<file path="src/rtl/kbd_port_arbiter.sv">
// kbd_port_arbiter: hands one shared PS/2 keyboard instance to host port A or B.
// A handover drains the current owner until its host has been idle long enough,
// then pulses kbd_reset into the new owner.
// Optional feature macro: KBD_ARB_TIMEOUT_EN adds a DRAIN clock counter that
// forces the handover after TIMEOUT clocks even if the host never goes idle.
module kbd_port_arbiter #(
    parameter int unsigned IDLE_CYCLES = 32,
    parameter int unsigned TIMEOUT     = 4096
) (
    input  logic        clk,
    input  logic        reset,
    input  logic        cfg_kbd_a,
    input  logic        cfg_kbd_b,
    input  logic [10:0] ps2_key,
    input  logic [6:0]  pa_o,
    input  logic [6:0]  pa_d,
    input  logic [6:0]  pb_o,
    input  logic [6:0]  pb_d,
    input  logic [6:0]  pad_a_i,
    input  logic [6:0]  pad_b_i,
    input  logic [6:0]  kbd_port_i,
    output logic [6:0]  kbd_port_o,
    output logic [6:0]  kbd_port_d,
    output logic [10:0] kbd_ps2_key,
    output logic        kbd_enable,
    output logic        kbd_reset,
    output logic [6:0]  pa_i_out,
    output logic [6:0]  pb_i_out,
    output logic [1:0]  owner,
    output logic        busy
);

    localparam int unsigned PIN_W  = 7;
    localparam int unsigned KEY_W  = 11;
    localparam int unsigned IDLE_W = $clog2(IDLE_CYCLES + 1);

    localparam logic [1:0] OWN_NONE = 2'b00;
    localparam logic [1:0] OWN_A    = 2'b01;
    localparam logic [1:0] OWN_B    = 2'b10;

    typedef enum logic [1:0] {
        ST_IDLE   = 2'd0,
        ST_RUN    = 2'd1,
        ST_DRAIN  = 2'd2,
        ST_SWITCH = 2'd3
    } state_t;

    state_t              state;
    state_t              state_nxt;
    logic [1:0]          target;
    logic [PIN_W-1:0]    own_o;
    logic [PIN_W-1:0]    own_d;
    logic                host_idle;
    logic                idle_done;
    logic                timeout_hit;
    logic                run_entry;
    logic [IDLE_W-1:0]   idle_cnt;
    logic [IDLE_W-1:0]   idle_cnt_nxt;
    logic                tgl_ref;
    logic                tgl_ref_nxt;
    logic [1:0]          owner_nxt;
    logic                kbd_enable_nxt;
    logic                kbd_reset_nxt;
    logic                busy_nxt;
    logic [KEY_W-1:0]    kbd_ps2_key_nxt;

    // Requested owner: A has priority over B.
    always_comb begin
        target = OWN_NONE;
        if (cfg_kbd_a) begin
            target = OWN_A;
        end else if (cfg_kbd_b) begin
            target = OWN_B;
        end
    end

    // Owner port's o/d images; all-ones (released, inputs) when nobody owns the keyboard.
    always_comb begin
        own_o = 7'h7F;
        own_d = 7'h7F;
        case (owner)
            OWN_A: begin
                own_o = pa_o;
                own_d = pa_d;
            end
            OWN_B: begin
                own_o = pb_o;
                own_d = pb_d;
            end
            default: ;
        endcase
    end

    assign kbd_port_o = own_o;
    assign kbd_port_d = own_d;

    // Pin images back to the hosts: the owner sees the keyboard, the other its pad.
    assign pa_i_out = (owner == OWN_A) ? kbd_port_i : pad_a_i;
    assign pb_i_out = (owner == OWN_B) ? kbd_port_i : pad_b_i;

    // Host is idle when it drives both clock/data lines released high as outputs.
    assign host_idle = (own_d[6:5] == 2'b00) && (own_o[6:5] == 2'b11);
    assign idle_done = host_idle && (idle_cnt >= IDLE_W'(IDLE_CYCLES - 1));

`ifdef KBD_ARB_TIMEOUT_EN
    localparam int unsigned DRAIN_W = $clog2(TIMEOUT + 1);

    logic [DRAIN_W-1:0] drain_cnt;
    logic [DRAIN_W-1:0] drain_cnt_nxt;

    assign timeout_hit = (state == ST_DRAIN) && (drain_cnt >= DRAIN_W'(TIMEOUT - 1));

    // DRAIN clock count; cleared whenever the block is not staying in DRAIN.
    always_comb begin
        drain_cnt_nxt = '0;
        if ((state == ST_DRAIN) && (state_nxt == ST_DRAIN)) begin
            drain_cnt_nxt = drain_cnt + DRAIN_W'(1);
        end
    end

    // DRAIN clock counter register.
    always_ff @(posedge clk) begin
        if (reset) begin
            drain_cnt <= '0;
        end else begin
            drain_cnt <= drain_cnt_nxt;
        end
    end
`else
    logic unused_timeout;

    assign timeout_hit    = 1'b0;
    assign unused_timeout = ^32'(TIMEOUT);
`endif

    // Next-state logic and host-idle run length while draining.
    always_comb begin
        state_nxt    = state;
        idle_cnt_nxt = '0;
        case (state)
            ST_IDLE: begin
                if (target != OWN_NONE) begin
                    state_nxt = ST_RUN;
                end
            end
            ST_RUN: begin
                if (target != owner) begin
                    state_nxt = ST_DRAIN;
                end
            end
            ST_DRAIN: begin
                if (target == owner) begin
                    state_nxt = ST_RUN;
                end else if (idle_done || timeout_hit) begin
                    state_nxt = ST_SWITCH;
                end else if (host_idle && (idle_cnt < IDLE_W'(IDLE_CYCLES))) begin
                    idle_cnt_nxt = idle_cnt + IDLE_W'(1);
                end
            end
            ST_SWITCH: begin
                state_nxt = (target != OWN_NONE) ? ST_RUN : ST_IDLE;
            end
            default: state_nxt = ST_IDLE;
        endcase
    end

    // Next values of the registered outputs, derived from the upcoming state.
    always_comb begin
        run_entry       = (state_nxt == ST_RUN) &&
                          ((state == ST_IDLE) || (state == ST_SWITCH));
        kbd_enable_nxt  = (state_nxt == ST_RUN) || (state_nxt == ST_DRAIN);
        busy_nxt        = (state_nxt == ST_DRAIN) || (state_nxt == ST_SWITCH);
        owner_nxt       = OWN_NONE;
        kbd_reset_nxt   = 1'b0;
        tgl_ref_nxt     = tgl_ref;
        kbd_ps2_key_nxt = '0;
        if (run_entry) begin
            owner_nxt     = target;
            kbd_reset_nxt = 1'b1;
            tgl_ref_nxt   = ps2_key[10];
        end else if (kbd_enable_nxt) begin
            owner_nxt = owner;
        end
        // Rebase the toggle so a fresh owner sees no phantom event at entry.
        if (kbd_enable_nxt) begin
            kbd_ps2_key_nxt = {ps2_key[10] ^ tgl_ref_nxt, ps2_key[9:0]};
        end
    end

    // State register and registered outputs.
    always_ff @(posedge clk) begin
        if (reset) begin
            state       <= ST_IDLE;
            idle_cnt    <= '0;
            tgl_ref     <= 1'b0;
            owner       <= OWN_NONE;
            kbd_enable  <= 1'b0;
            kbd_reset   <= 1'b0;
            busy        <= 1'b0;
            kbd_ps2_key <= '0;
        end else begin
            state       <= state_nxt;
            idle_cnt    <= idle_cnt_nxt;
            tgl_ref     <= tgl_ref_nxt;
            owner       <= owner_nxt;
            kbd_enable  <= kbd_enable_nxt;
            kbd_reset   <= kbd_reset_nxt;
            busy        <= busy_nxt;
            kbd_ps2_key <= kbd_ps2_key_nxt;
        end
    end

endmodule

</file>
<file path="config.mk">
export PLATFORM = sky130hd
export DESIGN_NAME = kbd_port_arbiter
export DESIGN_NICKNAME = d
export VERILOG_FILES = /design/src/rtl/kbd_port_arbiter.sv
export SDC_FILE = /design/constraint.sdc
export NUM_CORES = 1
export LEC_CHECK = 0
export CORE_UTILIZATION = 25
export CTS_CLUSTER_SIZE = 24
export DETAILED_ROUTE_END_ITERATION = 16
export SYNTH_ARGS = -nofsm -noshare
export SYNTH_HDL_FRONTEND = slang
export SYNTH_SLANG_ARGS = --single-unit
</file>
<file path="constraint.sdc">
create_clock -name clk -period 3.65 [get_ports clk]
set_clock_uncertainty 0.1 [all_clocks]
set_input_delay 0.73 -clock clk [delete_from_list [all_inputs] [get_ports clk]]
set_output_delay 0.73 -clock clk [all_outputs]
set_load 0.005 [all_outputs]
</file>
### Word level (Yosys, flattened, before mapping)

Index checks and enable logic that the tools add are counted.

| operators by class | value |
|---|---|
| $add $sub $neg | 1 |
| mux-type cells | 16 |
| $lt $le $gt $ge | 2 |
| bitwise gates (word level) | 4 |
| equality and inequality tests | 12 |
| reductions and logical operators | 12 |

Operators by type and width:

| kind | count |
|---|---|
| case mux 7 bit (2 select lines) | 2 |
| two-way mux 2 bit | 8 |
| two-way mux 7 bit | 2 |
| equality test 2 bit (second input constant) | 6 |
| case mux 2 bit (4 select lines) | 1 |
| adder 6 x 1 -> 6 bit (second input constant) | 1 |
| equality test 2 x 1 -> 1 bit (second input constant) | 3 |
| >= comparator 6 x 5 -> 1 bit (second input constant) | 1 |
| < comparator 6 bit (second input constant) | 1 |
| OR reduction 5 bit | 1 |
| logical AND 1 bit | 4 |
| logical NOT 2 bit | 2 |
| logical OR 1 bit | 3 |
| two-way mux 1 bit | 3 |
| inverter 1 bit | 3 |
| equality test 2 bit | 1 |
| inequality test 2 bit | 1 |
| inequality test 2 bit (second input constant) | 1 |
| nonzero test 2 bit | 1 |
| OR reduction 2 bit | 1 |
| bitwise XOR 1 bit | 1 |

| storage, ports and cells | value |
|---|---|
| register bits | 25 |
| logic and storage cells | 55 |
| input bits | 64 |
| output and inout port bits | 44 |

### Longest topological paths before layout

Gate-level depths: netlist of run 1.

| depth | value |
|---|---|
| word-level depth | 12 |
| depth in mapped cells | 13 |
| depth with buffers taken out | 11 |

### Worst setup path before layout of run 1

Ideal clock, no wire load.

| path | value |
|---|---|
| path kind | register -> register |
| from | register owner[0] |
| to | register kbd_ps2_key[0] |
| setup time | 59 ps |
| setup slack | 970 ps |
| data arrival time | 2521 ps |
| stages on the path, launching flop included | 12 |
| clock period less this slack | 2680 ps |
| data required time | 3491 ps |
| path buffers | 2 |
| path through | dfxtp_1 inv_1 ha_1 buf_4 a221o_1 nor3_4 and4_1 o21ai_0 ha_1 nor2_1 clkbuf_1 and2_1 |

| on the way | value |
|---|---|
| word-level cells in the longest chain between the ends | 12 |
| elaborated cells between the ends (all ways) | 19 |
| classes of those cells | eq/ne: 7; mux: 6; bitwise: 1; reduce/logical: 5 |

Ends and longest elaborated chain:

| item | RTL line | RTL |
|---|---|---|
| from (decl) | 29 | `output logic [1:0] owner,` |
| from (signal assigned) | 205 | `owner <= owner_nxt;` |
| equality test 2 bit / equality test 2 x 1 -> 1 bit (equally long branches) | 81 | `case (owner)` |
| case mux 7 bit (2 select lines) (*) | 81 |  |
| named net kbd_port_d[6] | 23 | `output logic [6:0] kbd_port_d,` |
| logical NOT 2 bit (*) | 102 | `assign host_idle = (own_d[6:5] == 2'b00) && (own_o[6:5] == 2'b11);` |
| logical AND 1 bit (*) | 102 |  |
| logical AND 1 bit (*) | 103 | `assign idle_done = host_idle && (idle_cnt >= IDLE_W'(IDLE_CYCLES - 1));` |
| two-way mux 2 bit (*) | 154 | `end else if (idle_done \|\| timeout_hit) begin` |
| two-way mux 2 bit (*) | 152 | `if (target == owner) begin` |
| case mux 2 bit (4 select lines) (*) | 140 | `case (state)` |
| equality test 2 x 1 -> 1 bit / equality test 2 bit (equally long branches) | 171 | `kbd_enable_nxt = (state_nxt == ST_RUN) \|\| (state_nxt == ST_DRAIN);` |
| logical OR 1 bit (*) | 171 |  |
| inverter 1 bit (no line) (*) | n/a |  |
| OR reduction 2 bit (no line) (*) | n/a |  |
| to (signal assigned) | 209 | `kbd_ps2_key <= kbd_ps2_key_nxt;` |
| to (decl) | 24 | `output logic [10:0] kbd_ps2_key,` |

The timed path passes the listed nets; every way through them passes the cells marked *.
A chain may end at the register's enable or synchronous reset.

### Worst setup path after layout of run 1

| path | value |
|---|---|
| from | input port cfg_kbd_b |
| to | register kbd_ps2_key[6] |

| on the way | value |
|---|---|
| word-level cells in the longest chain between the ends | 9 |
| elaborated cells between the ends (all ways) | 15 |
| classes of those cells | eq/ne: 4; mux: 7; bitwise: 1; reduce/logical: 3 |

Ends and longest elaborated chain:

| item | RTL line | RTL |
|---|---|---|
| from (decl) | 13 | `input logic cfg_kbd_b,` |
| two-way mux 2 bit (*) | 72 | `end else if (cfg_kbd_b) begin` |
| two-way mux 2 bit (*) | 70 | `if (cfg_kbd_a) begin` |
| equality test 2 bit, or another cell as far along | 152 |  |
| two-way mux 2 bit, or another cell as far along | 152 |  |
| case mux 2 bit (4 select lines) (*) | 140 |  |
| equality test 2 x 1 -> 1 bit / equality test 2 bit (equally long branches) | 171 |  |
| logical OR 1 bit (*) | 171 |  |
| inverter 1 bit (no line) (*) | n/a |  |
| OR reduction 2 bit (no line) (*) | n/a |  |

Mark *: on every way between the ends. The rest lies on a longest branch, timed or not.

==> summary.txt, run 1 <==
Outcome
  • Outcome: complete, no violations

CTS
  • Number of sinks on the clock net: 24
  • Clock-pin slew reported for the worst setup and hold paths after clock tree synthesis: around 70 ps
  • CTS root buf: clkbuf_8
  • Depth of the CTS H-tree: 1
  • CTS tree: built
  • Hold-fix buffers, CTS: 0
  • CTS buffer count: 3
  • Postcts setup bufs: 0
  • Clk Latency, worst-skew pair: roughly 270 ps
  • Clock Path Buffers: 2
  • Number of gates resized after CTS: 0

Timing
  • Relative max-transition margin: 64.0%
  • Highest clock frequency the design can meet: just over 300 MHz
  • Final Max Slew Viols: 0
  • Final number of setup-violating endpoints: 0
  • Final worst-path cycle share: 89.1%
  • Count of final hold-check violations: 0
  • Final setup TNS: 0 ps
  • Min cycle time layout: between 3000 and 4000 ps
  • Final Hold Slack: 386 ps
  • Setup repair after global routing missed its margin: no
  • Transition time of the tightest slew-check pin: 538 ps

Setup path
  • CP Capture Type: flop
  • Master of the slowest instance on the critical path: clkdlybuf4s50_1
  • R2R Path End: kbd_ps2_key[6]
  • Slowest cell delay on critical path: 520 ps
  • Register-to-register setup slack: between 400 and 500 ps
  • Data required time of the critical path: 3750 ps
  • Arrival @ worst endpoint: 3360 ps
  • Worst r2r path cells: 9
  • Ordered list of cells on the worst path: clkdlybuf4s50_1 -> nor4_2 -> nor3_1 -> a221o_1 -> o21ai_0 -> ha_1 -> nor2_1 -> and2_1
  • Crit start category: input pin
  • Crit Reg-Reg Startpoint: owner[0]
  • Largest fanout on the critical path: 11
  • WS Path Type: input pin to flop
  • Worst Setup SP: cfg_kbd_b

Synth
  • Average instance area after synthesis: approximately 10 um^2
  • Post-synth design cell area: 0.00136 mm^2
  • Count of cell types in the netlist: 33
  • Fraction of registers with async set/reset: 0%
  • Net Count, Synth: around 210
  • Part of the Yosys area used for sequential elements: 35.4%
  • Syn Inst Count: about 140
  • Number of storage elements in the synthesis netlist: 24
  • Commonest register cell after synthesis: dfxtp_1
  • Number of enable flip-flop cells after synthesis: 0
  • YS warnings: 0

Route
  • Number of iterations in the first detailed-routing pass: 4
  • Post-detailed-route via-to-cell ratio: around 4.5
  • Detailed-route wire length per cell: 13.3 um
  • Initial detailed-routing violation count: 39
  • Total vias in the final route: 1400
  • Remaining antenna violation count after routing: 0
  • Wire length after detailed routing: 4.17 mm
  • # DRC: 0

Hold path
  • Hold path depth: 1
  • Path category of the worst min-delay check: flop to flop
  • Startpoint of the tightest hold check path: idle_cnt[0]
  • Hold path endpoint: idle_cnt[0]

Place
  • Weighted congestion reported at the end of routability-driven placement: slightly below 0.8
  • Total of buffers placed on input and output ports: 107
  • Post-Place Cells: 309
  • HPWL after DPL: 3.38 mm
  • Post-placement cell area: between 0.002 and 0.003 mm^2

GRT
  • Total track usage: 14.5%
  • Met3 usage in global routing: 2.65%
  • Overflow after GRT: 0
  • Initial antenna violation count: 0
  • Global-route layer with the greatest usage: met2
  • Met1 usage in global routing: 18.3%
  • Wire length of the first global-routing pass: 6.26 mm
  • Largest net degree at the start of global routing: 15
  • Met2 usage: approximately a quarter
  • Via count of the first global-routing pass: 1289

Cells and area
  • ANT cells: 0
  • Commonest cells after routing, fill and taps aside: clkdlybuf4s50_1, dfxtp_1, a221o_1
  • Area growth from synthesis to layout: 90.4%
  • Ratio of cells with drive above 1 in the final layout: 11.5%
  • Most common cell after layout, fill and taps aside: clkdlybuf4s50_1
  • Final #Nets: between 300 and 400
  • Final design instance area without fill: 0.00258 mm^2
  • Post-Layout Cell Count: about 310

Power and ir drop
  • Power density cells: 654 mW/mm^2
  • Worst-case vdd ir drop: 0.364 mV
  • Total leakage power: 0.995 nW

Floorplan
  • Total number of placement rows: 26
  • Total Die Area: 0.00572 mm^2
  • Die height: between 70 and 80 um
  • Horizontal extent of the die: 75.7 um
  • Starting density of the core: 26.2%
  • CORE AREA: slightly above 0.005 mm^2
  • Number of primary I/O pins: 108

Run
  • Maximum Capacitance Violations: 0
[through the flow]
step / util [%] / power [mW] / setup slack (ps)
2_1_floorplan: - / 0.915 / 970
3_3_place_gp: 48.5 / 1.48 / 144
6_report: 49.9 / 1.69 / 396
5_1_grt: 49.9 / 1.83 / 186
3_5_place_dp: 48.5 / 1.47 / 116
4_1_cts: 49.9 / 1.71 / 395
[synthesized netlist by cell type, types with 2 or more instances]
cell / n / area share (%)
a21oi_1: 2 / 0.74
nand2_1: 2 / 0.55
dfxtp_1: 24 / 35
nor2_1: 9 / 2.5
a31oi_1: 2 / 0.92
clkbuf_1: 5 / 1.4
buf_4: 2 / 1.1
inv_1: 10 / 2.8
nand3_1: 3 / 1.1
nor4_2: 2 / 1.8
o21ai_0: 2 / 0.74
mux2_2: 14 / 12
and2_1: 12 / 5.5
o41ai_1: 2 / 1.3
ha_1: 8 / 7.4
nor3_1: 3 / 1.1
nor4_1: 2 / 0.92
a221o_1: 15 / 11
xnor2_1: 2 / 1.3
[per-layer routing]
| layer | vias to the layer above | wire [um] |
|---|---|---|
| met5 | - | 0 |
| met4 | 0 | 67 |
| met3 | 6 | 199 |
| met2 | 40 | 2060 |
| met1 | 635 | 1840 |
| li1 | 719 | - |
[area by class of cell]
class | count | area, um^2
Sequential cell | 24 | 480
Fill cell | 487 | 2590
Tap cell | 70 | 87.6
Timing Repair Buffer | 111 | 1100
Clock buffer | 3 | 41.3
Multi-Input combinational cell | 94 | 805
Inverter | 10 | 37.5
Clock inverter | 1 | 30.0
[cell families (layout without fill, tap and decap cells)]
| family | Yosys count | count (layout) | share of synthesized area [%] |
|---|---|---|---|
| mux | 15 | 15 | 12.4 |
| simple gates | 40 | 40 | 19.1 |
| fa+ha+maj | 8 | 8 | 7.38 |
| compound gates | 28 | 28 | 18.5 |
| xor+xnor | 3 | 3 | 1.94 |
| flops | 24 | 24 | 35.4 |
| buf+inv | 17 | 125 | 5.26 |
[state kept, by name, summed over array words and instances, names as in the netlist]
name	count
owner	2
kbd_enable	1
kbd_reset	1
state	1
busy	1
tgl_ref	1
idle_cnt	6
kbd_ps2_key	11
[where the power goes]
group          switching (mW)  total, mW  leakage, nW  internal [mW]
registers              0.0439      0.391        0.196          0.347
clock network          0.0811      0.228       0.0357          0.146
logic                   0.417       1.07        0.763          0.654
[worst max-delay path by stage]
stage               cells past startpoint              to
floorplan                              11  kbd_ps2_key[0]
finish                                  8  kbd_ps2_key[6]
global route                            8  kbd_ps2_key[4]
detailed placement                      8  kbd_ps2_key[7]
CTS                                     8  kbd_ps2_key[4]
global placement                        8  kbd_ps2_key[3]
[worst max-delay path, delay by kind of cell]
| family | cells | cell delay (ps) |
|---|---|---|
| AO/OA/AOI/OAI | 2 | 590 |
| buffers and inverters | 1 | 520 |
| AND/OR/NAND/NOR | 4 | 1220 |
| adder cells (fa/ha/maj) | 1 | 300 |
(Power assumes the default switching activity.)
==> run 2: changes to the inputs <==
--- a/config.mk
+++ b/config.mk
@@ -5,9 +5,11 @@
 export SDC_FILE = /design/constraint.sdc
 export NUM_CORES = 1
 export LEC_CHECK = 0
+export CORE_MARGIN = 3
 export CORE_UTILIZATION = 25
 export CTS_CLUSTER_SIZE = 24
 export DETAILED_ROUTE_END_ITERATION = 16
+export REMOVE_ABC_BUFFERS = 1
 export SYNTH_ARGS = -nofsm -noshare
 export SYNTH_HDL_FRONTEND = slang
 export SYNTH_SLANG_ARGS = --single-unit
==> summary.txt, run 2 (synthesized netlist as in run 1, its figures left out) <==
Outcome
  • Outcome: complete, no violations

Cells and area
  • Sequential Area: between 400 and 500 um^2
  • Post-Layout Cell Count: about 310
  • Commonest cells after routing, fill and taps aside: clkdlybuf4s50_1, dfxtp_1, a221o_1
  • Final #Nets: 316
  • Registers with the most flip-flops: kbd_ps2_key (11), idle_cnt (6), owner (2)
  • Reg with most FFs: kbd_ps2_key
  • Final design instance area without fill: between 0.002 and 0.003 mm^2
  • Ratio of cells with drive above 1 in the final layout: about 12%
  • Most common cell after layout, fill and taps aside: clkdlybuf4s50_1
  • Layout filler cell count: 497
  • Number of flip-flops under the largest register name: 11
  • ANT cells: 0
  • Multi-input logic area: between 800 and 900 um^2
  • Area growth from synthesis to layout: 90.4%

Timing
  • Final number of setup-violating endpoints: 0
  • Setup repair after global routing missed its margin: no
  • Final worst-path cycle share: 88.4%
  • Transition time of the tightest slew-check pin: 505 ps
  • Min cycle time layout: between 3000 and 4000 ps
  • Highest clock frequency the design can meet: 310 MHz
  • Final Max Slew Viols: 0
  • Relative max-transition margin: about two thirds
  • Count of final hold-check violations: 0
  • Final setup TNS: 0 ps
  • Minimum setup slack in the final design: 422 ps

Floorplan
  • Total number of placement rows: 26
  • Die height: 79.7 um
  • Number of primary I/O pins: between 100 and 150
  • CORE AREA: 0.00517 mm^2
  • Starting density of the core: 26.2%
  • Horizontal extent of the die: 79.7 um
  • Total Die Area: 0.00634 mm^2

Setup path
  • WS Path Type: input pin to flop
  • Data required time of the critical path: 3760 ps
  • CP Capture Type: flop
  • Arrival @ worst endpoint: roughly 3300 ps
  • Worst r2r path cells: 9
  • Crit start category: input pin
  • Master of the slowest instance on the critical path: clkdlybuf4s50_1
  • R2R Path End: kbd_ps2_key[0]
  • Largest fanout on the critical path: 11
  • Slowest cell delay on critical path: 510 ps
  • Register-to-register setup slack: ~500 ps
  • Ordered list of cells on the worst path: clkdlybuf4s50_1 -> nor4_2 -> nor3_1 -> a221o_1 -> o21ai_0 -> ha_1 -> nor2_1 -> and2_1
  • Crit Reg-Reg Startpoint: owner[0]

CTS
  • CTS buffer count: 3
  • CTS root buf: clkbuf_8
  • Depth of the CTS H-tree: 1
  • CTS tree: built
  • Number of sinks on the clock net: 24
  • Clock-pin slew reported for the worst setup and hold paths after clock tree synthesis: 80 ps
  • Clock Path Buffers: 2
  • Hold-fix buffers, CTS: 0
  • Number of gates resized after CTS: 0
  • Clk Latency, worst-skew pair: 260 ps
  • Postcts setup bufs: 0

Place
  • Post-place setup slack: roughly 100 ps
  • Weighted congestion reported at the end of routability-driven placement: 0.787
  • Post-placement cell area: 0.00251 mm^2
  • HPWL after DPL: 3.92 mm
  • Post-Place Cells: 309
  • Total of buffers placed on input and output ports: 107

GRT
  • Wire length of the first global-routing pass: 7.40 mm
  • Initial antenna violation count: 0
  • Largest net degree at the start of global routing: 17
  • Total track usage: between 15 and 20%
  • Via count of the first global-routing pass: 1334
  • Overflow after GRT: 0

Hold path
  • Path category of the worst min-delay check: flop to flop
  • Hold path endpoint: idle_cnt[0]
  • Hold path depth: 1
  • Startpoint of the tightest hold check path: idle_cnt[0]

Power and ir drop
  • Post-route total power: 1.71 mW
  • Total leakage power: 0.995 nW
  • Clk network pwr share: 13.4%
  • Internal Dissipation: 1.15 mW
  • Relative contribution of combinational cells to total power: 63.7%
  • Switching pwr: 0.564 mW
  • Worst-case vdd ir drop: 0.498 mV
  • Share of total power in sequential cells: 22.9%
  • Switching part of the total power: 32.9%
  • Power density cells: 663 mW/mm^2

Route
  • Number of iterations in the first detailed-routing pass: 4
  • Initial detailed-routing violation count: 38
  • Remaining antenna violation count after routing: 0
  • Post-detailed-route via-to-cell ratio: between 4 and 5
  • Total vias in the final route: about 1400
  • Wire length after detailed routing: 4.75 mm
  • Detailed-route wire length per cell: roughly 15 um
  • # DRC: 0

Run
  • Maximum Capacitance Violations: 0
[run 2: layout make-up]
cell class                      instances  share of cell area, %
Clock buffer                            3                   1.60
Clock inverter                          1                   1.16
Sequential cell                        24                   18.6
Inverter                               10                   1.45
Tap cell                               70                   3.39
Multi-Input combinational cell         94                   31.2
Timing Repair Buffer                  111                   42.6
[run 2: layer usage]
layer  wire length (um)  track usage [%]  vias up  part of all wire, %
met2               2570             27.5       28                   54
li1                   -                -      717                    -
met5                  0                0        -                    0
met1               2020             19.4      643                   42
met3                142             2.48        2                  3.0
met4                 19             1.55        0                 0.40
[run 2: metrics by stage]
| stage | hold slack, ps | utilization, % |
|---|---|---|
| 2_1_floorplan | 330 | - |
| 3_3_place_gp | 346 | 48.5 |
| 3_5_place_dp | 349 | 48.5 |
| 4_1_cts | 368 | 49.9 |
| 5_1_grt | 417 | 49.9 |
| 6_report | 368 | 49.9 |
[run 2: critical path, delay by kind of cell]
| kind | cells | cell delay [ps] |
|---|---|---|
| adders and majority gates | 1 | 310 |
| and+or+nand+nor | 4 | 1200 |
| buffers and inverters | 1 | 510 |
| AOI/OAI and AO/OA | 2 | 590 |
[run 2: worst max-delay path by stage]
stage / from / to / cells past startpoint / slack [ps]
floorplan: owner[0] / kbd_ps2_key[0] / 9 / 900
global placement: cfg_kbd_b / kbd_ps2_key[5] / 8 / 140
detailed placement: cfg_kbd_b / kbd_ps2_key[0] / 8 / 100
CTS: cfg_kbd_b / kbd_ps2_key[0] / 8 / 390
global route: owner[0] / kbd_ps2_key[0] / 9 / 130
finish: cfg_kbd_b / kbd_ps2_key[0] / 8 / 420
[run 2: power groups by stage]
stage / registers (mW) / logic, mW / clock network [mW]
2_1_floorplan: 0.402 / 0.488 / 0
3_3_place_gp: 0.397 / 1.10 / 0
3_5_place_dp: 0.400 / 1.10 / 0
4_1_cts: 0.394 / 1.11 / 0.235
5_1_grt: 0.404 / 1.19 / 0.250
6_report: 0.393 / 1.09 / 0.229
